==> config.mk <==
export PLATFORM = sky130hd
export DESIGN_NAME = csr_ctrl_flat
export DESIGN_NICKNAME = d
export VERILOG_FILES = /design/src/rtl/csr_pkg.sv /design/src/rtl/csr_ctrl_if.sv /design/src/rtl/csr_addr_decode.sv /design/src/rtl/csr_ctrl.sv /design/src/flat_wrapper.sv
export SDC_FILE = /design/constraint.sdc
export NUM_CORES = 1
export LEC_CHECK = 0
export CAP_MARGIN = 5
export CORE_MARGIN = 10
export CORE_UTILIZATION = 40
export CTS_CLUSTER_SIZE = 12
export DETAILED_ROUTE_END_ITERATION = 8
export PLACE_DENSITY = 0.83
export SYNTH_ARGS = -nofsm -noshare
export SYNTH_HDL_FRONTEND = slang
export SYNTH_HIERARCHICAL = 1
export SYNTH_SLANG_ARGS = --single-unit
==> constraint.sdc <==
create_clock -name clk -period 6.81 [get_ports clk]
set_input_delay 0.681 -clock clk [delete_from_list [all_inputs] [get_ports clk]]
set_output_delay 0.681 -clock clk [all_outputs]
set_load 0.005 [all_outputs]
==> src/rtl/csr_pkg.sv <==
// Shared constants for the machine-mode CSR control stage: addresses, file
// indices, Zicsr encodings, cause codes, mstatus layout and the FSM states.
package csr_pkg;

  localparam logic [11:0] ADDR_MSTATUS = 12'h300;
  localparam logic [11:0] ADDR_MIE     = 12'h304;
  localparam logic [11:0] ADDR_MTVEC   = 12'h305;
  localparam logic [11:0] ADDR_MEPC    = 12'h341;
  localparam logic [11:0] ADDR_MCAUSE  = 12'h342;
  localparam logic [11:0] ADDR_MTVAL   = 12'h343;

  localparam logic [2:0] IDX_MSTATUS = 3'd0;
  localparam logic [2:0] IDX_MIE     = 3'd1;
  localparam logic [2:0] IDX_MTVEC   = 3'd2;
  localparam logic [2:0] IDX_MEPC    = 3'd3;
  localparam logic [2:0] IDX_MCAUSE  = 3'd4;
  localparam logic [2:0] IDX_MTVAL   = 3'd5;

  localparam logic [2:0] F3_CSRRW  = 3'b001;
  localparam logic [2:0] F3_CSRRS  = 3'b010;
  localparam logic [2:0] F3_CSRRC  = 3'b011;
  localparam logic [2:0] F3_CSRRWI = 3'b101;
  localparam logic [2:0] F3_CSRRSI = 3'b110;
  localparam logic [2:0] F3_CSRRCI = 3'b111;

  localparam logic [1:0] OP_RW = 2'b01;
  localparam logic [1:0] OP_RS = 2'b10;
  localparam logic [1:0] OP_RC = 2'b11;

  localparam logic [3:0] CAUSE_M_EXT   = 4'd11;
  localparam logic [3:0] CAUSE_M_TIMER = 4'd7;

  localparam int MSTATUS_MIE  = 3;
  localparam int MSTATUS_MPIE = 7;
  localparam int MIE_MTIE     = 7;
  localparam int MIE_MEIE     = 11;

  // Only MIE/MPIE are writable; MPP is hard-wired to machine mode.
  localparam logic [31:0] MSTATUS_WMASK = 32'h0000_0088;
  localparam logic [31:0] MSTATUS_FORCE = 32'h0000_1800;

  typedef enum logic [2:0] {
    IDLE,
    CSR,
    T_EPC,
    T_CAUSE,
    T_TVAL,
    T_STATUS,
    M_RET
  } csr_state_e;

endpackage

==> src/rtl/csr_ctrl_if.sv <==
// Pipeline-side and register-file-side signals of the CSR control stage.
// Handshake: a request is taken on a rising clk edge where req_valid and
// req_ready are both 1; events are taken where evt_ack is 1.
interface csr_ctrl_if #(
  parameter int XLEN  = 32,
  parameter int IDX_W = 3
);
  import csr_pkg::*;

  logic             req_valid;
  logic             req_ready;
  logic [2:0]       req_funct3;
  logic [11:0]      req_csr;
  logic [XLEN-1:0]  req_src;
  logic             req_src_zero;
  logic             rsp_valid;
  logic [XLEN-1:0]  rsp_rdata;
  logic             rsp_illegal;
  logic             exc_valid;
  logic [3:0]       exc_cause;
  logic [XLEN-1:0]  exc_tval;
  logic [XLEN-1:0]  trap_pc;
  logic             irq_ext;
  logic             irq_timer;
  logic             mret_valid;
  logic             evt_ack;
  logic [IDX_W-1:0] csr_raddr;
  logic [XLEN-1:0]  csr_rdata;
  logic             csr_we;
  logic [IDX_W-1:0] csr_waddr;
  logic [XLEN-1:0]  csr_wdata;
  logic             flush;
  logic             redirect_valid;
  logic [XLEN-1:0]  redirect_pc;
  logic             busy;
  csr_state_e       state;

  modport slave (
    input  req_valid, req_funct3, req_csr, req_src, req_src_zero,
    input  exc_valid, exc_cause, exc_tval, trap_pc, irq_ext, irq_timer, mret_valid,
    input  csr_rdata,
    output req_ready, rsp_valid, rsp_rdata, rsp_illegal, evt_ack,
    output csr_raddr, csr_we, csr_waddr, csr_wdata,
    output flush, redirect_valid, redirect_pc, busy, state
  );

  modport master (
    output req_valid, req_funct3, req_csr, req_src, req_src_zero,
    output exc_valid, exc_cause, exc_tval, trap_pc, irq_ext, irq_timer, mret_valid,
    output csr_rdata,
    input  req_ready, rsp_valid, rsp_rdata, rsp_illegal, evt_ack,
    input  csr_raddr, csr_we, csr_waddr, csr_wdata,
    input  flush, redirect_valid, redirect_pc, busy, state
  );

endinterface

==> src/rtl/csr_addr_decode.sv <==
// Maps a 12-bit machine CSR address onto the local register-file index.
module csr_addr_decode
  import csr_pkg::*;
#(
  parameter int IDX_W = 3
) (
  input  logic [11:0]      i_addr,
  output logic [IDX_W-1:0] o_idx,
  output logic             o_legal
);

  always_comb begin
    o_idx   = '0;
    o_legal = 1'b1;
    case (i_addr)
      ADDR_MSTATUS: o_idx = IDX_W'(IDX_MSTATUS);
      ADDR_MIE:     o_idx = IDX_W'(IDX_MIE);
      ADDR_MTVEC:   o_idx = IDX_W'(IDX_MTVEC);
      ADDR_MEPC:    o_idx = IDX_W'(IDX_MEPC);
      ADDR_MCAUSE:  o_idx = IDX_W'(IDX_MCAUSE);
      ADDR_MTVAL:   o_idx = IDX_W'(IDX_MTVAL);
      default:      o_legal = 1'b0;
    endcase
  end

endmodule

==> src/rtl/csr_ctrl.sv <==
// Machine-mode CSR control: Zicsr read-modify-write, trap entry and MRET,
// sole writer of the CSR register file.
module csr_ctrl
  import csr_pkg::*;
#(
  parameter int XLEN  = 32,
  parameter int IDX_W = 3
) (
  input logic       clk,
  input logic       rst,
  csr_ctrl_if.slave bus
);

  csr_state_e       r_state, w_next;
  logic [IDX_W-1:0] r_idx;
  logic             r_illegal;
  logic [1:0]       r_op;
  logic [XLEN-1:0]  r_src;
  logic             r_src_zero;
  logic [3:0]       r_code;
  logic             r_irq;
  logic [XLEN-1:0]  r_tval, r_pc, r_mstatus, r_mie;

  logic [IDX_W-1:0] w_dec_idx, w_waddr;
  logic             w_dec_legal, w_op_ok, w_idle, w_irq_ext, w_irq_tmr, w_irq_take;
  logic             w_acc_exc, w_acc_irq, w_acc_req;
  logic [1:0]       w_op;
  logic [XLEN-1:0]  w_new, w_wraw, w_status_trap, w_status_mret, w_vec_off;

  csr_addr_decode #(.IDX_W(IDX_W)) u_dec (
    .i_addr (bus.req_csr),
    .o_idx  (w_dec_idx),
    .o_legal(w_dec_legal)
  );

  function automatic logic [XLEN-1:0] wmask(input logic [IDX_W-1:0] idx, input logic [XLEN-1:0] d);
    logic [XLEN-1:0] m;
    m = d;
    if (idx == IDX_W'(IDX_MSTATUS)) m = (d & XLEN'(MSTATUS_WMASK)) | XLEN'(MSTATUS_FORCE);
    else if (idx == IDX_W'(IDX_MTVEC)) m[1] = 1'b0;
    else if (idx == IDX_W'(IDX_MEPC)) m[0] = 1'b0;
    return m;
  endfunction

  always_comb begin
    w_op    = OP_RW;
    w_op_ok = 1'b1;
    case (bus.req_funct3)
      F3_CSRRW, F3_CSRRWI: w_op = OP_RW;
      F3_CSRRS, F3_CSRRSI: w_op = OP_RS;
      F3_CSRRC, F3_CSRRCI: w_op = OP_RC;
      default:             w_op_ok = 1'b0;
    endcase
  end

  assign w_idle     = (r_state == IDLE);
  assign w_irq_ext  = bus.irq_ext & r_mie[MIE_MEIE];
  assign w_irq_tmr  = bus.irq_timer & r_mie[MIE_MTIE];
  assign w_irq_take = r_mstatus[MSTATUS_MIE] & (w_irq_ext | w_irq_tmr);
  assign w_acc_exc  = w_idle & bus.exc_valid;
  assign w_acc_irq  = w_idle & ~bus.exc_valid & w_irq_take;
  assign w_acc_req  = w_idle & ~bus.exc_valid & ~w_irq_take & ~bus.mret_valid & bus.req_valid;

  assign w_status_trap = XLEN'(MSTATUS_FORCE) | (XLEN'(r_mstatus[MSTATUS_MIE]) << MSTATUS_MPIE);
  assign w_status_mret = XLEN'(MSTATUS_FORCE) | (XLEN'(1'b1) << MSTATUS_MPIE)
                       | (XLEN'(r_mstatus[MSTATUS_MPIE]) << MSTATUS_MIE);
  // Vectored mode only offsets interrupts; the add wraps at XLEN bits.
  assign w_vec_off = (bus.csr_rdata[0] & r_irq) ? XLEN'({r_code, 2'b00}) : '0;

  // Read index depends only on state so the file's combinational read never loops back.
  assign bus.csr_raddr = (r_state == CSR)      ? r_idx :
                         (r_state == T_STATUS) ? IDX_W'(IDX_MTVEC) :
                         (r_state == M_RET)    ? IDX_W'(IDX_MEPC) : '0;

  always_comb begin
    w_new = bus.csr_rdata;
    case (r_op)
      OP_RS:   w_new = bus.csr_rdata | r_src;
      OP_RC:   w_new = bus.csr_rdata & ~r_src;
      default: w_new = r_src;
    endcase
  end

  always_comb begin
    w_next             = r_state;
    bus.req_ready      = 1'b0;
    bus.evt_ack        = 1'b0;
    bus.rsp_valid      = 1'b0;
    bus.rsp_rdata      = '0;
    bus.rsp_illegal    = 1'b0;
    bus.csr_we         = 1'b0;
    bus.flush          = 1'b0;
    bus.redirect_valid = 1'b0;
    bus.redirect_pc    = '0;
    w_waddr            = '0;
    w_wraw             = '0;
    unique case (r_state)
      IDLE: begin
        bus.req_ready = ~bus.exc_valid & ~w_irq_take & ~bus.mret_valid;
        bus.evt_ack   = bus.exc_valid | w_irq_take | bus.mret_valid;
        if (bus.exc_valid | w_irq_take) w_next = T_EPC;
        else if (bus.mret_valid)        w_next = M_RET;
        else if (bus.req_valid)         w_next = CSR;
      end
      CSR: begin
        bus.rsp_valid = 1'b1;
        w_next        = IDLE;
        if (r_illegal) begin
          bus.rsp_illegal = 1'b1;
        end else begin
          bus.rsp_rdata = bus.csr_rdata;
          bus.csr_we    = ~(r_src_zero & (r_op != OP_RW));
          w_waddr       = r_idx;
          w_wraw        = w_new;
        end
      end
      T_EPC: begin
        bus.csr_we = 1'b1;
        bus.flush  = 1'b1;
        w_waddr    = IDX_W'(IDX_MEPC);
        w_wraw     = r_pc;
        w_next     = T_CAUSE;
      end
      T_CAUSE: begin
        bus.csr_we       = 1'b1;
        w_waddr          = IDX_W'(IDX_MCAUSE);
        w_wraw           = XLEN'(r_code);
        w_wraw[XLEN-1]   = r_irq;
        w_next           = T_TVAL;
      end
      T_TVAL: begin
        bus.csr_we = 1'b1;
        w_waddr    = IDX_W'(IDX_MTVAL);
        w_wraw     = r_tval;
        w_next     = T_STATUS;
      end
      T_STATUS: begin
        bus.csr_we         = 1'b1;
        w_waddr            = IDX_W'(IDX_MSTATUS);
        w_wraw             = w_status_trap;
        bus.redirect_valid = 1'b1;
        bus.redirect_pc    = {bus.csr_rdata[XLEN-1:2], 2'b00} + w_vec_off;
        w_next             = IDLE;
      end
      M_RET: begin
        bus.csr_we         = 1'b1;
        bus.flush          = 1'b1;
        w_waddr            = IDX_W'(IDX_MSTATUS);
        w_wraw             = w_status_mret;
        bus.redirect_valid = 1'b1;
        bus.redirect_pc    = bus.csr_rdata;
        w_next             = IDLE;
      end
      default: w_next = IDLE;
    endcase
  end

  assign bus.csr_waddr = w_waddr;
  assign bus.csr_wdata = bus.csr_we ? wmask(w_waddr, w_wraw) : '0;
  assign bus.busy      = ~w_idle;
  assign bus.state     = r_state;

  always_ff @(posedge clk or negedge rst) begin
    if (!rst) begin
      r_state    <= IDLE;
      r_idx      <= '0;
      r_illegal  <= 1'b0;
      r_op       <= OP_RW;
      r_src      <= '0;
      r_src_zero <= 1'b0;
      r_code     <= '0;
      r_irq      <= 1'b0;
      r_tval     <= '0;
      r_pc       <= '0;
      r_mstatus  <= XLEN'(MSTATUS_FORCE);
      r_mie      <= '0;
    end else begin
      r_state <= w_next;
      if (w_acc_req) begin
        r_idx      <= w_dec_idx;
        r_illegal  <= ~w_dec_legal | ~w_op_ok;
        r_op       <= w_op;
        r_src      <= bus.req_src;
        r_src_zero <= bus.req_src_zero;
      end
      if (w_acc_exc) begin
        r_code <= bus.exc_cause;
        r_tval <= bus.exc_tval;
        r_pc   <= bus.trap_pc;
        r_irq  <= 1'b0;
      end else if (w_acc_irq) begin
        r_code <= w_irq_ext ? CAUSE_M_EXT : CAUSE_M_TIMER;
        r_tval <= '0;
        r_pc   <= bus.trap_pc;
        r_irq  <= 1'b1;
      end
      if (bus.csr_we && bus.csr_waddr == IDX_W'(IDX_MSTATUS)) r_mstatus <= bus.csr_wdata;
      if (bus.csr_we && bus.csr_waddr == IDX_W'(IDX_MIE))     r_mie     <= bus.csr_wdata;
    end
  end

endmodule

==> src/flat_wrapper.sv <==
// flat-port wrapper written by rule: the top's interface ports become plain ports
module csr_ctrl_flat import csr_pkg::*;
#(
  parameter int XLEN  = 32,
  parameter int IDX_W = 3
)
  (clk, rst, bus_req_valid, bus_req_funct3, bus_req_csr, bus_req_src, bus_req_src_zero, bus_exc_valid, bus_exc_cause, bus_exc_tval, bus_trap_pc, bus_irq_ext, bus_irq_timer, bus_mret_valid, bus_csr_rdata, bus_req_ready, bus_rsp_valid, bus_rsp_rdata, bus_rsp_illegal, bus_evt_ack, bus_csr_raddr, bus_csr_we, bus_csr_waddr, bus_csr_wdata, bus_flush, bus_redirect_valid, bus_redirect_pc, bus_busy, bus_state);
  csr_ctrl_if #(.XLEN(XLEN), .IDX_W(IDX_W)) bus_i ();
  input logic clk;
  input logic rst;
  input wire logic [$bits(bus_i.req_valid)-1:0] bus_req_valid;
  input wire logic [$bits(bus_i.req_funct3)-1:0] bus_req_funct3;
  input wire logic [$bits(bus_i.req_csr)-1:0] bus_req_csr;
  input wire logic [$bits(bus_i.req_src)-1:0] bus_req_src;
  input wire logic [$bits(bus_i.req_src_zero)-1:0] bus_req_src_zero;
  input wire logic [$bits(bus_i.exc_valid)-1:0] bus_exc_valid;
  input wire logic [$bits(bus_i.exc_cause)-1:0] bus_exc_cause;
  input wire logic [$bits(bus_i.exc_tval)-1:0] bus_exc_tval;
  input wire logic [$bits(bus_i.trap_pc)-1:0] bus_trap_pc;
  input wire logic [$bits(bus_i.irq_ext)-1:0] bus_irq_ext;
  input wire logic [$bits(bus_i.irq_timer)-1:0] bus_irq_timer;
  input wire logic [$bits(bus_i.mret_valid)-1:0] bus_mret_valid;
  input wire logic [$bits(bus_i.csr_rdata)-1:0] bus_csr_rdata;
  output wire logic [$bits(bus_i.req_ready)-1:0] bus_req_ready;
  output wire logic [$bits(bus_i.rsp_valid)-1:0] bus_rsp_valid;
  output wire logic [$bits(bus_i.rsp_rdata)-1:0] bus_rsp_rdata;
  output wire logic [$bits(bus_i.rsp_illegal)-1:0] bus_rsp_illegal;
  output wire logic [$bits(bus_i.evt_ack)-1:0] bus_evt_ack;
  output wire logic [$bits(bus_i.csr_raddr)-1:0] bus_csr_raddr;
  output wire logic [$bits(bus_i.csr_we)-1:0] bus_csr_we;
  output wire logic [$bits(bus_i.csr_waddr)-1:0] bus_csr_waddr;
  output wire logic [$bits(bus_i.csr_wdata)-1:0] bus_csr_wdata;
  output wire logic [$bits(bus_i.flush)-1:0] bus_flush;
  output wire logic [$bits(bus_i.redirect_valid)-1:0] bus_redirect_valid;
  output wire logic [$bits(bus_i.redirect_pc)-1:0] bus_redirect_pc;
  output wire logic [$bits(bus_i.busy)-1:0] bus_busy;
  output wire logic [$bits(bus_i.state)-1:0] bus_state;
  assign bus_i.req_valid = bus_req_valid;
  assign bus_i.req_funct3 = bus_req_funct3;
  assign bus_i.req_csr = bus_req_csr;
  assign bus_i.req_src = bus_req_src;
  assign bus_i.req_src_zero = bus_req_src_zero;
  assign bus_i.exc_valid = bus_exc_valid;
  assign bus_i.exc_cause = bus_exc_cause;
  assign bus_i.exc_tval = bus_exc_tval;
  assign bus_i.trap_pc = bus_trap_pc;
  assign bus_i.irq_ext = bus_irq_ext;
  assign bus_i.irq_timer = bus_irq_timer;
  assign bus_i.mret_valid = bus_mret_valid;
  assign bus_i.csr_rdata = bus_csr_rdata;
  assign bus_req_ready = bus_i.req_ready;
  assign bus_rsp_valid = bus_i.rsp_valid;
  assign bus_rsp_rdata = bus_i.rsp_rdata;
  assign bus_rsp_illegal = bus_i.rsp_illegal;
  assign bus_evt_ack = bus_i.evt_ack;
  assign bus_csr_raddr = bus_i.csr_raddr;
  assign bus_csr_we = bus_i.csr_we;
  assign bus_csr_waddr = bus_i.csr_waddr;
  assign bus_csr_wdata = bus_i.csr_wdata;
  assign bus_flush = bus_i.flush;
  assign bus_redirect_valid = bus_i.redirect_valid;
  assign bus_redirect_pc = bus_i.redirect_pc;
  assign bus_busy = bus_i.busy;
  assign bus_state = bus_i.state;
  csr_ctrl #(.XLEN(XLEN), .IDX_W(IDX_W)) u_core (.clk(clk), .rst(rst), .bus(bus_i));
endmodule
==> results of run 1 <==
[worst max-delay path by stage]
stage                          endpoint  depth (start not counted)             start
CTS                 bus_redirect_pc[18]                         10  bus_csr_rdata[0]
global placement    bus_redirect_pc[18]                         10  bus_csr_rdata[0]
detailed placement  bus_redirect_pc[18]                         10  bus_csr_rdata[0]
global route        bus_redirect_pc[18]                         10  bus_csr_rdata[0]
finish              bus_redirect_pc[18]                         10  bus_csr_rdata[0]
floorplan           bus_redirect_pc[13]                          7  bus_csr_rdata[0]
[registers in the layout, indices dropped and copies added (netlist names)]
register           count
u_core/r_src_zero      1
u_core/bus.state       3
u_core/r_tval         32
u_core/r_op            2
u_core/r_mie           2
u_core/r_illegal       1
u_core/r_mstatus       2
u_core/r_irq           1
u_core/r_pc           32
u_core/r_code          4
u_core/r_src          32
u_core/r_idx           3
[per-layer routing]
layer	vias to the layer above	part of all wire (%)	track usage (%)
met2	379	46	35.0
met4	2	1.9	6.79
met3	42	9.6	6.44
li1	3253	-	-
met5	-	0.045	0
met1	3427	42	28.7
[cell usage after synthesis (all sizes together) (2+ instances only)]
library cell	number	area, um2
dfrtp	114	2850
nand2	97	364
mux2	74	833
o21ai	69	345
nor2	46	173
clkbuf	43	161
and2	38	238
a22o	36	315
a222oi	29	290
nand3	24	120
a21oi	22	110
buf	18	109
inv	15	56.3
and3	12	75.1
nand4	10	68.8
nor3	9	45.0
o211ai	8	60.1
o31ai	7	52.6
nor2b	6	37.5
a21o	5	37.5
and4	5	43.8
o311ai	5	43.8
a31oi	4	25.0
ha	4	50.1
nor4	4	37.5
or4	4	30.0
a211oi	3	22.5
mux2i	3	30.0
nand2b	3	18.8
nor4b	3	26.3
a32oi	2	17.5
a41oi	2	17.5
o22a	2	17.5
o31a	2	17.5
o41ai	2	17.5
or2	2	12.5
xnor2	2	17.5
xor2	2	17.5
[kinds of logic after synthesis]
family	after synthesis	share of synthesized area (%)
DFF	115	41.4
AOI/OAI and AO/OA	206	21.0
and+or+nand+nor	266	19.0
adders and majority gates	5	1.01
muxes	77	12.4
xor gates and xnor gates	4	0.504
buffers and inverters	76	4.70
[through the flow]
| step | hold WS [ns] | utilization (%) |
|---|---|---|
| 6_report | 0.257 | 60.0 |
| 5_1_grt | 0.284 | 60.0 |
| 4_1_cts | 0.265 | 60.0 |
| 3_5_place_dp | 0.486 | 56.7 |
| 3_3_place_gp | 0.484 | 56.7 |
| 2_1_floorplan | 0.385 | - |
[power by group]
group	switching (mW)	internal (mW)
Clock	0.320	0.535
Combinational	0.922	0.943
Sequential	0.258	1.01
Total	1.50	2.49
[area by class of cell]
class	count	area (um2)
Clock buffer	18	429
Clock inverter	13	138
Fill cell	1488	6870
Inverter	15	56.3
Multi-Input combinational cell	558	3770
Sequential cell	115	2880
Tap cell	225	282
Timing Repair Buffer	278	2750
[layout by cell type, fill, tap and decap left out, types with 8 or more instances in the layout]
cell             count
nand4_1              9
o21ai_0             68
nand3_1             24
inv_1               15
dfrtp_1            114
clkbuf_16           17
clkdlybuf4s50_1    265
buf_4               13
o211ai_1             8
and3_1              11
a22o_1              36
a21oi_1             22
nand2_1             97
mux2_2              74
and2_1              38
nor3_1               8
a222oi_1            29
nor2_1              45
[worst register-to-register path: cells and delay by family (launching register included)]
| kind | cells | cell delay [ns] |
|---|---|---|
| muxes | 1 | 0.46 |
| DFF | 1 | 0.70 |
| and+or+nand+nor | 2 | 1.93 |
==> impl_results.rst, run 1 <==
.. list-table::
   :header-rows: 1

   * - Metric
     - Value
   * - Post-place setup slack
     - 2.28 ns
   * - Detail-routed via count per cell
     - 5.81
   * - Total negative slack
     - 0 ns
   * - Post-detailed-routing wire length
     - 26.9 mm
   * - Worst-path maximum fanout
     - 7
   * - Number of gates given a new drive strength after cts
     - 0
   * - H-tree Lvls
     - 4
   * - Worst Setup Start Kind
     - input port
   * - Top Family by Delay on Critical Path
     - simple AND/OR/NAND/NOR gates
   * - Number of distinct library cells after synthesis
     - 55
   * - Buffer cell driving the clock tree root
     - clkbuf_16
   * - Count of final hold-check violations
     - 0
   * - Fraction of synthesis flops using an asynchronous set or reset pin
     - 100%
   * - Number of placed instances, taps included
     - 1,191
   * - Share of the clock period used by the worst path after layout
     - 67.6%
   * - Kind of end point of the critical path
     - output port
   * - Via total after detailed routing
     - 7,103
   * - First-pass detailed-route iteration total
     - 9
   * - Count of antenna-violating nets left after detailed routing
     - 0
   * - Total power density per cell area
     - 387 nW/um2
   * - Chain of cells forming the critical path
     - clkdlybuf4s50_1 > and3_1 > ha_1 > fa_1 > a211oi_1 > nor3_1 > nand2_1 > or4_1 > nand3_1 > clkdlybuf4s50_1
   * - Per-cell routed wire length
     - 22.0 um
   * - Io pins
     - 268
   * - First-pass GRT wire length
     - 41.3 mm
   * - Worst Setup Path Type
     - in2out
   * - Clk Latency, worst-skew pair
     - 0.41 ns
   * - Maximum achievable frequency
     - 217 MHz
   * - Pin count of the biggest net entering global routing
     - 75
   * - Synthesized Nets
     - 909
   * - Final slew viol count
     - 0
   * - Worst slew margin relative to its limit
     - 27.1%
   * - Commonest register cell after synthesis
     - dfrtp_1
   * - Mapped Area
     - 6950 um2
   * - Total number of clock tree sinks
     - 115
   * - Layout overhead on the synthesized area
     - 48.3%
   * - Post-layout min period
     - 4.60 ns
   * - Worst ir drop on vdd
     - 0.000207 V
   * - Number of antenna violations at the first check in global routing
     - 1
   * - Number of buffers inserted to repair setup after CTS
     - 0
   * - Routability cong.
     - 0.938
   * - Class of the tightest hold or removal check
     - in2async
   * - Port-buffer cells
     - 266
   * - Final net count
     - 1,145
   * - X dimension of the die
     - 152 um
   * - Total global-route track usage
     - 22.2%
   * - Flip-flop and latch count after synthesis
     - 115
   * - Unrepaired setup endpoints after global routing
     - false
   * - Most used cell along the critical path
     - clkdlybuf4s50_1
   * - Max_cap viols
     - 0
   * - Fraction of final layout cells sized beyond drive strength 1
     - 13.0%
   * - Leak pwr
     - 4.18 nW
   * - Setup WS post-layout
     - 2.21 ns
   * - Post-synthesis cell count
     - 749
   * - CP max-delay cell
     - clkdlybuf4s50_1
   * - Area of the placeable core
     - 17,200 um2
   * - Outcome
     - finished clean
   * - Die Ht
     - 152 um
   * - Cell Rows
     - 48
   * - Reg2reg start
     - u_core/bus.state[0]$_DFFE_PN0P_
   * - Cell area after layout
     - 10,300 um2
   * - Die outline area
     - 23,100 um2
   * - Portion of the post-synthesis area used by sequential elements
     - 41.4%
   * - Number of synthesized flops with an enable pin
     - 0
   * - Overall overflow remaining after global route
     - 0
   * - Placed cell area
     - 9740 um2
   * - Vias in the first global route
     - 6,970
   * - CTS Buffer Depth
     - 2
   * - Pwr Total
     - 3.99 mW
   * - Clk_skew
     - 0.00696 ns
   * - CP max stage delay
     - 0.63 ns
   * - Hold buffer count at CTS
     - 0
   * - Slew @ Worst Pin
     - 1.09 ns
   * - DP Wirelength
     - 19.5 mm
   * - Required arrival time at the worst endpoint
     - 6.13 ns
   * - Count of synthesis-stage warnings from yosys
     - 6
   * - Total CTS buffers
     - 17
   * - Reg2reg setup slack
     - 3.60 ns
   * - DRC viols
     - 0
   * - CTS tree
     - yes
   * - Average size of a mapped cell
     - 9.28 um2
   * - DRC marker count from the first detailed-route iteration
     - 876
   * - Reg2reg end
     - u_core/r_src[24]$_DFFE_PN0P_
   * - Initial Util
     - 40.5%
   * - Buf/Inv on CP
     - 2
   * - Worst path arrival time
     - 3.92 ns
   * - Depth of the worst register-to-register path
     - 3
   * - Final Setup Violations
     - 0
   * - Clock edge transition at the registers on the reported setup and hold paths
     - 0.05 ns
   * - Post-route non-filler standard cell count
     - 1,222
   * - Antenna diodes
     - 0
Power figures use the tool's default switching activity.
==> inputs of run 2 (changes only) <==
--- a/config.mk
+++ b/config.mk
@@ -10,7 +10,7 @@
 export CORE_UTILIZATION = 40
 export CTS_CLUSTER_SIZE = 12
 export DETAILED_ROUTE_END_ITERATION = 8
-export PLACE_DENSITY = 0.83
+export PLACE_DENSITY = 0.86
 export SYNTH_ARGS = -nofsm -noshare
 export SYNTH_HDL_FRONTEND = slang
 export SYNTH_HIERARCHICAL = 1
==> constraint.sdc (replaced) <==
create_clock -name clk -period 4.05 [get_ports clk]
set_input_delay 0.405 -clock clk [delete_from_list [all_inputs] [get_ports clk]]
set_output_delay 0.405 -clock clk [all_outputs]
set_load 0.005 [all_outputs]
==> run 2 against run 1 <==
Net effect: total power is 76% higher; critical endpoint is now bus_redirect_pc[30]; count of clock-buffer cells in the layout rose by 3; register-to-register slack got worse by 2.1 ns; die area is the same; setup slack got worse by 2.0 ns; via count up 3.2%; flip-flop and latch count stayed put.
==> impl_results.rst, run 2 (synthesis results as in run 1) <==
.. list-table::
   :header-rows: 1

   * - Metric
     - Value
   * - Pwr Total
     - 7.02 mW (+76%)
   * - Port-buffer cells
     - 266 (unchanged)
   * - Proportion of power drawn by flip-flops and latches
     - 30.4% (-1.5 points)
   * - Layout overhead on the synthesized area
     - 51.6%
   * - Most used cells in the layout excluding fill and tap cells
     - 265 x clkdlybuf4s50_1, 114 x dfrtp_1, 97 x nand2_1
   * - CP Launch Point
     - bus_csr_rdata[0]
   * - Final Setup Violations
     - 0 (unchanged)
   * - Hold buffer count at CTS
     - 0 (unchanged)
   * - Maximum achievable frequency
     - 259 MHz
   * - Routability cong.
     - 0.966 (+3.0%)
   * - Reg2reg setup slack
     - 1.55 ns (-2.05 ns)
   * - Clk Latency, worst-skew pair
     - 0.41 ns (about the same)
   * - Post-layout min period
     - 3.87 ns
   * - Post-route non-filler standard cell count
     - 1,239 (+1.4%)
   * - Overall overflow remaining after global route
     - 0 (unchanged)
   * - Slew @ Worst Pin
     - 0.917 ns (-0.177 ns)
   * - Number of antenna violations at the first check in global routing
     - 0 (-1)
   * - Initial Util
     - 40.5% (unchanged)
   * - Via total after detailed routing
     - 7,333 (+3.2%)
   * - Number of gates given a new drive strength after cts
     - 0 (unchanged)
   * - Final net count
     - 1,161 (+1.4%)
   * - Depth of the worst register-to-register path
     - 5 (+2)
   * - Per-cell routed wire length
     - 22.4 um (+1.9%)
   * - Switching power of the nets
     - 2.59 mW (+73%)
   * - Required arrival time at the worst endpoint
     - 3.64 ns (-2.49 ns)
   * - Total negative slack
     - 0 ns (unchanged)
   * - Post-layout util
     - 61.4% (+1.3 points)
   * - Reg2reg end
     - u_core/r_mstatus[7]$_DFFE_PN0P_
   * - Total CTS buffers
     - 17 (unchanged)
   * - Most common cell after layout, fill and taps aside
     - clkdlybuf4s50_1
   * - X dimension of the die
     - 152 um (unchanged)
   * - H-tree Lvls
     - 4 (unchanged)
   * - Leak pwr
     - 4.30 nW (+2.9%)
   * - Kind of end point of the critical path
     - output port
   * - Detail-routed via count per cell
     - 5.92 (+1.8%)
   * - Worst ir drop on vdd
     - 0.000383 V (+86%)
   * - Cell area after layout
     - 10,500 um2 (+2.2%)
   * - Worst slew margin relative to its limit
     - 38.9% (+12 points)
   * - Unrepaired setup endpoints after global routing
     - false
   * - Outcome
     - finished clean
   * - Count of antenna-violating nets left after detailed routing
     - 0 (unchanged)
   * - Die outline area
     - 23,100 um2 (unchanged)
   * - Worst Setup Start Kind
     - input port
   * - Class of the tightest hold or removal check
     - in2async
   * - Setup WS post-layout
     - 0.182 ns (-2.03 ns)
   * - Max_cap viols
     - 0 (unchanged)
   * - DP Wirelength
     - 20.5 mm (+5.2%)
   * - Post-place setup slack
     - 0.203 ns (-2.08 ns)
   * - Post-detailed-routing wire length
     - 27.8 mm (+3.3%)
   * - Placed cell area
     - 9890 um2 (+1.5%)
   * - DRC viols
     - 0 (unchanged)
   * - Cell Rows
     - 48 (unchanged)
   * - Area of the placeable core
     - 17,200 um2 (unchanged)
   * - Clk network pwr share
     - 23.5% (+2.1 points)
   * - Largest registers
     - u_core/r_pc x32, u_core/r_src x32, u_core/r_tval x32
   * - First-pass GRT wire length
     - 42.3 mm (+2.4%)
   * - Vias in the first global route
     - 7,184 (+3.1%)
   * - CTS Buffer Depth
     - 2 (unchanged)
   * - Clk_skew
     - 0.00709 ns (+0.000128 ns)
   * - Count of final hold-check violations
     - 0 (unchanged)
   * - DRC marker count from the first detailed-route iteration
     - 948 (+8.2%)
   * - Worst Setup Path Type
     - in2out
   * - Total number of clock tree sinks
     - 115 (unchanged)
   * - Internal power contribution
     - 4.44 mW (+78%)
   * - Total power density per cell area
     - 666 nW/um2 (+72%)
   * - Total global-route track usage
     - 22.8% (+0.64 points)
   * - Io pins
     - 268 (unchanged)
   * - Switching power as a share of total power
     - 36.8% (-0.75 points)
   * - Reg2reg start
     - u_core/r_op[1]$_DFFE_PN0P_
   * - Clock edge transition at the registers on the reported setup and hold paths
     - 0.06 ns (about the same)
   * - Antenna diodes
     - 0 (unchanged)
   * - Number of buffers inserted to repair setup after CTS
     - 0 (unchanged)
   * - First-pass detailed-route iteration total
     - 6 (-3)
   * - CTS tree
     - yes
   * - Pin count of the biggest net entering global routing
     - 74 (-1.3%)
   * - Share of the clock period used by the worst path after layout
     - 95.5%
   * - Filler Cells Inserted
     - 1,427 (-4.1%)
   * - Comb power frac
     - 46.0% (-0.7 points)
   * - Buffer cell driving the clock tree root
     - clkbuf_16
   * - Die Ht
     - 152 um (unchanged)
   * - Worst-path maximum fanout
     - 7 (unchanged)
   * - Final slew viol count
     - 0 (unchanged)
   * - Worst hold margin
     - 0.130 ns (-0.127 ns)
   * - Number of placed instances, taps included
     - 1,207 (+1.3%)
   * - Fraction of final layout cells sized beyond drive strength 1
     - 14.6% (+1.6 points)
   * - Worst path arrival time
     - 3.46 ns (-0.46 ns)
-- run 2: metal layers --
layer / GRT usage (%) / vias up / share of wire, % / wire length, um
li1: - / 3286 / - / -
met1: 29.0 / 3555 / 40 / 11200
met2: 36.0 / 438 / 47 / 13000
met3: 6.38 / 54 / 10 / 2770
met4: 8.76 / 0 / 3.0 / 844
met5: 0 / - / 0 / 0
-- run 2: power groups by stage --
stage | clock network [mW] | logic, mW | registers, mW
global placement | 0 | 3.11 | 2.10
floorplan | 0 | 1.90 | 1.95
CTS | 1.67 | 3.22 | 2.12
detailed placement | 0 | 3.20 | 2.13
global route | 1.74 | 3.47 | 2.20
finish | 1.65 | 3.23 | 2.14
-- run 2: how the worst max path moves through the flow --
stage	endpoint	cells past startpoint
final	bus_redirect_pc[30]	10
after global routing	bus_redirect_pc[18]	10
after CTS	bus_redirect_pc[18]	10
after detailed placement	bus_redirect_pc[30]	10
after global placement	bus_redirect_pc[18]	10
after floorplan	bus_redirect_pc[13]	7
-- run 2: layout make-up --
cell class | instances | area [um2] | share of cell area, %
Clock buffer | 21 | 480 | 4.56
Timing Repair Buffer | 294 | 2900 | 27.5
Inverter | 15 | 56.3 | 0.534
Sequential cell | 115 | 2880 | 27.3
Clock inverter | 11 | 173 | 1.64
Tap cell | 225 | 282 | 2.67
Multi-Input combinational cell | 558 | 3770 | 35.8
-- run 2: worst max-delay path, cell delays in order --
cell and delay, ns:
clkdlybuf4s50_1 0.58, and3_1 0.20, ha_1 0.18, fa_1 0.25
a211oi_1 0.11, nor2_1 0.36, nand3_1 0.26, or4_1 0.51
nand3_1 0.10, clkdlybuf4s50_1 0.51
==> inputs of run 3 (changes only) <==
--- a/config.mk
+++ b/config.mk
@@ -10,7 +10,7 @@
 export CORE_UTILIZATION = 40
 export CTS_CLUSTER_SIZE = 12
 export DETAILED_ROUTE_END_ITERATION = 8
-export PLACE_DENSITY = 0.86
+export PLACE_DENSITY = 0.83
 export SYNTH_ARGS = -nofsm -noshare
 export SYNTH_HDL_FRONTEND = slang
 export SYNTH_HIERARCHICAL = 1
==> constraint.sdc (replaced) <==
create_clock -name clk -period 3.9 [get_ports clk]
set_input_delay 0.39 -clock clk [delete_from_list [all_inputs] [get_ports clk]]
set_output_delay 0.39 -clock clk [all_outputs]
set_load 0.005 [all_outputs]
==> run 3 against run 2 <==
Net effect: core utilization decreased by 0.087 points; critical path depth unchanged; setup slack got worse by 0.0086 ns; largest cell class unchanged; largest power group unchanged; design area decreased by 0.14%; clock power increased by 3%; critical path type unchanged.
==> impl_results.rst, run 3 (synthesis results as in run 1) <==
.. list-table::
   :header-rows: 1

   * - Metric
     - Value
   * - Filler Cells Inserted
     - 1,464 (+2.6%)
   * - Worst path arrival time
     - 3.34 ns (-0.12 ns)
   * - Via total after detailed routing
     - 7,190 (-2.0%)
   * - Required arrival time at the worst endpoint
     - 3.51 ns (-0.13 ns)
   * - Pin count of the biggest net entering global routing
     - 70 (-5.4%)
   * - Final slew viol count
     - 0 (unchanged)
   * - Number of placed instances, taps included
     - 1,207 (unchanged)
   * - Slew @ Worst Pin
     - 0.914 ns (-0.00233 ns)
   * - Outcome
     - finished clean
   * - Routability cong.
     - 0.956 (-0.95%)
   * - Per-cell routed wire length
     - 21.8 um (-2.8%)
   * - Most common cell after layout, fill and taps aside
     - clkdlybuf4s50_1
   * - Post-detailed-routing wire length
     - 27.0 mm (-2.6%)
   * - Clk_skew
     - 0.00691 ns (-0.000177 ns)
   * - Clk network pwr share
     - 23.6% (about the same)
   * - Worst hold margin
     - 0.0943 ns (-0.0356 ns)
   * - Worst ir drop on vdd
     - 0.000447 V (+17%)
   * - Placed cell area
     - 9870 um2 (-0.13%)
   * - Post-route non-filler standard cell count
     - 1,241 (+0.16%)
   * - Unrepaired setup endpoints after global routing
     - false
   * - Total global-route track usage
     - 22.6% (-0.26 points)
   * - DP Wirelength
     - 20.3 mm (-1.4%)
   * - Worst Setup Start Kind
     - input port
   * - Area of the placeable core
     - 17,200 um2 (unchanged)
   * - Class of the tightest hold or removal check
     - in2async
   * - Share of the clock period used by the worst path after layout
     - 95.6%
   * - Worst slew margin relative to its limit
     - 39.0% (+0.16 points)
   * - Total CTS buffers
     - 17 (unchanged)
   * - Final net count
     - 1,161 (unchanged)
   * - Leak pwr
     - 4.31 nW (about the same)
   * - Die outline area
     - 23,100 um2 (unchanged)
   * - Final Setup Violations
     - 0 (unchanged)
   * - Maximum achievable frequency
     - 268 MHz
   * - Internal power contribution
     - 4.59 mW (+3.5%)
   * - Fraction of final layout cells sized beyond drive strength 1
     - 14.5% (-0.099 points)
   * - Switching power of the nets
     - 2.61 mW (+0.92%)
   * - Cell Rows
     - 48 (unchanged)
   * - DRC viols
     - 0 (unchanged)
   * - Clk Latency, worst-skew pair
     - 0.41 ns (about the same)
   * - Cell area after layout
     - 10,500 um2 (-0.14%)
   * - Max_cap viols
     - 0 (unchanged)
   * - Worst Setup Path Type
     - in2out
   * - Count of final hold-check violations
     - 0 (unchanged)
   * - Largest registers
     - u_core/r_pc x32, u_core/r_src x32, u_core/r_tval x32
   * - Number of gates given a new drive strength after cts
     - 0 (unchanged)
   * - Post-layout util
     - 61.3% (-0.087 points)
   * - DRC marker count from the first detailed-route iteration
     - 778 (-18%)
   * - Switching power as a share of total power
     - 36.2% (-0.58 points)
   * - Io pins
     - 268 (unchanged)
   * - Most used cells in the layout excluding fill and tap cells
     - 265 x clkdlybuf4s50_1, 114 x dfrtp_1, 97 x nand2_1
   * - Kind of end point of the critical path
     - output port
   * - Proportion of power drawn by flip-flops and latches
     - 30.1% (-0.3 points)
   * - Comb power frac
     - 46.2% (+0.2 points)
   * - H-tree Lvls
     - 4 (unchanged)
   * - Total negative slack
     - 0 ns (unchanged)
   * - Vias in the first global route
     - 7,136 (-0.67%)
   * - Count of antenna-violating nets left after detailed routing
     - 0 (unchanged)
   * - Post-layout min period
     - 3.73 ns
   * - Number of buffers inserted to repair setup after CTS
     - 0 (unchanged)
   * - Total number of clock tree sinks
     - 115 (unchanged)
   * - First-pass GRT wire length
     - 42.0 mm (-0.70%)
   * - Total power density per cell area
     - 684 nW/um2 (+2.7%)
   * - First-pass detailed-route iteration total
     - 7 (+1)
   * - Hold buffer count at CTS
     - 0 (unchanged)
   * - CTS tree
     - yes
   * - X dimension of the die
     - 152 um (unchanged)
   * - Buffer cell driving the clock tree root
     - clkbuf_16
   * - Worst-path maximum fanout
     - 7 (unchanged)
   * - Layout overhead on the synthesized area
     - 51.4%
   * - CTS Buffer Depth
     - 2 (unchanged)
   * - Die Ht
     - 152 um (unchanged)
   * - Overall overflow remaining after global route
     - 0 (unchanged)
   * - Port-buffer cells
     - 266 (unchanged)
   * - Initial Util
     - 40.5% (unchanged)
   * - Clock edge transition at the registers on the reported setup and hold paths
     - 0.05 ns (about the same)
   * - Detail-routed via count per cell
     - 5.79 (-2.1%)
   * - Number of antenna violations at the first check in global routing
     - 2 (+2)
[run 3: cell types whose count changed in the layout (fill, tap and decap cells not counted), moves of 2 or more]
| cell | previous run | this run |
|---|---|---|
| clkbuf_1 | 0 | 2 |
| clkbuf_8 | 4 | 0 |
| clkinv_2 | 1 | 3 |
| clkinv_4 | 0 | 3 |
| clkinvlp_4 | 4 | 1 |
| diode_2 | 0 | 2 |
[run 3: cell type report]
class | count | area, um2 | share of cell area (%)
Sequential cell | 115 | 2880 | 27.4
Inverter | 15 | 56.3 | 0.535
Clock buffer | 19 | 433 | 4.11
Antenna cell | 2 | 5.00 | 0.0476
Multi-Input combinational cell | 558 | 3780 | 35.9
Timing Repair Buffer | 294 | 2880 | 27.4
Clock inverter | 13 | 208 | 1.97
Tap cell | 225 | 282 | 2.68
[run 3: per-layer routing]
layer	share of wire [%]	track usage (%)	vias to the layer above
met5	0	0	-
met4	3.2	9.17	0
met3	10	7.23	57
met2	45	34.5	405
met1	41	28.8	3447
li1	-	-	3281
[run 3: final timing paths]
path                                            endpoint  slack, ns  depth (start not counted)                            start
max in group asynchronous     u_core/r_op[0]$_DFFE_PN1P_       2.82                          2                              rst
hold / removal             u_core/r_tval[11]$_DFFE_PN0P_       0.09                          1                              rst
setup reg to reg            u_core/r_src[15]$_DFFE_PN0P_       1.05                          5  u_core/bus.state[1]$_DFFE_PN0P_
hold reg to reg               u_core/r_pc[2]$_DFFE_PN0P_       0.50                          1       u_core/r_pc[2]$_DFFE_PN0P_
min in group clk              u_core/r_pc[2]$_DFFE_PN0P_       0.50                          1       u_core/r_pc[2]$_DFFE_PN0P_
setup / recovery                     bus_redirect_pc[18]       0.17                         10                 bus_csr_rdata[0]
[run 3: metrics by stage]
stage               total power [mW]  worst slack, ns
floorplan                       4.00             1.34
global placement                5.41            0.136
detailed placement              5.50           0.0698
CTS                             7.23           0.0626
global route                    7.65           0.0216
finish                          7.20            0.173
[run 3: critical path, stage by stage]
cell and delay, ns:
clkdlybuf4s50_1 0.59, and3_1 0.22, ha_1 0.18, fa_1 0.21, a211oi_1 0.11, nor3_2 0.35, nand2_1 0.20, or4_1 0.44
nand3_1 0.10, clkdlybuf4s50_1 0.54
[run 3: power groups by stage]
stage | registers [mW] | logic (mW) | clock network, mW
final | 2.17 | 3.33 | 1.70
after CTS | 2.16 | 3.35 | 1.73
after floorplan | 2.03 | 1.97 | 0
after detailed placement | 2.17 | 3.32 | 0
after global placement | 2.14 | 3.27 | 0
after global routing | 2.24 | 3.62 | 1.79
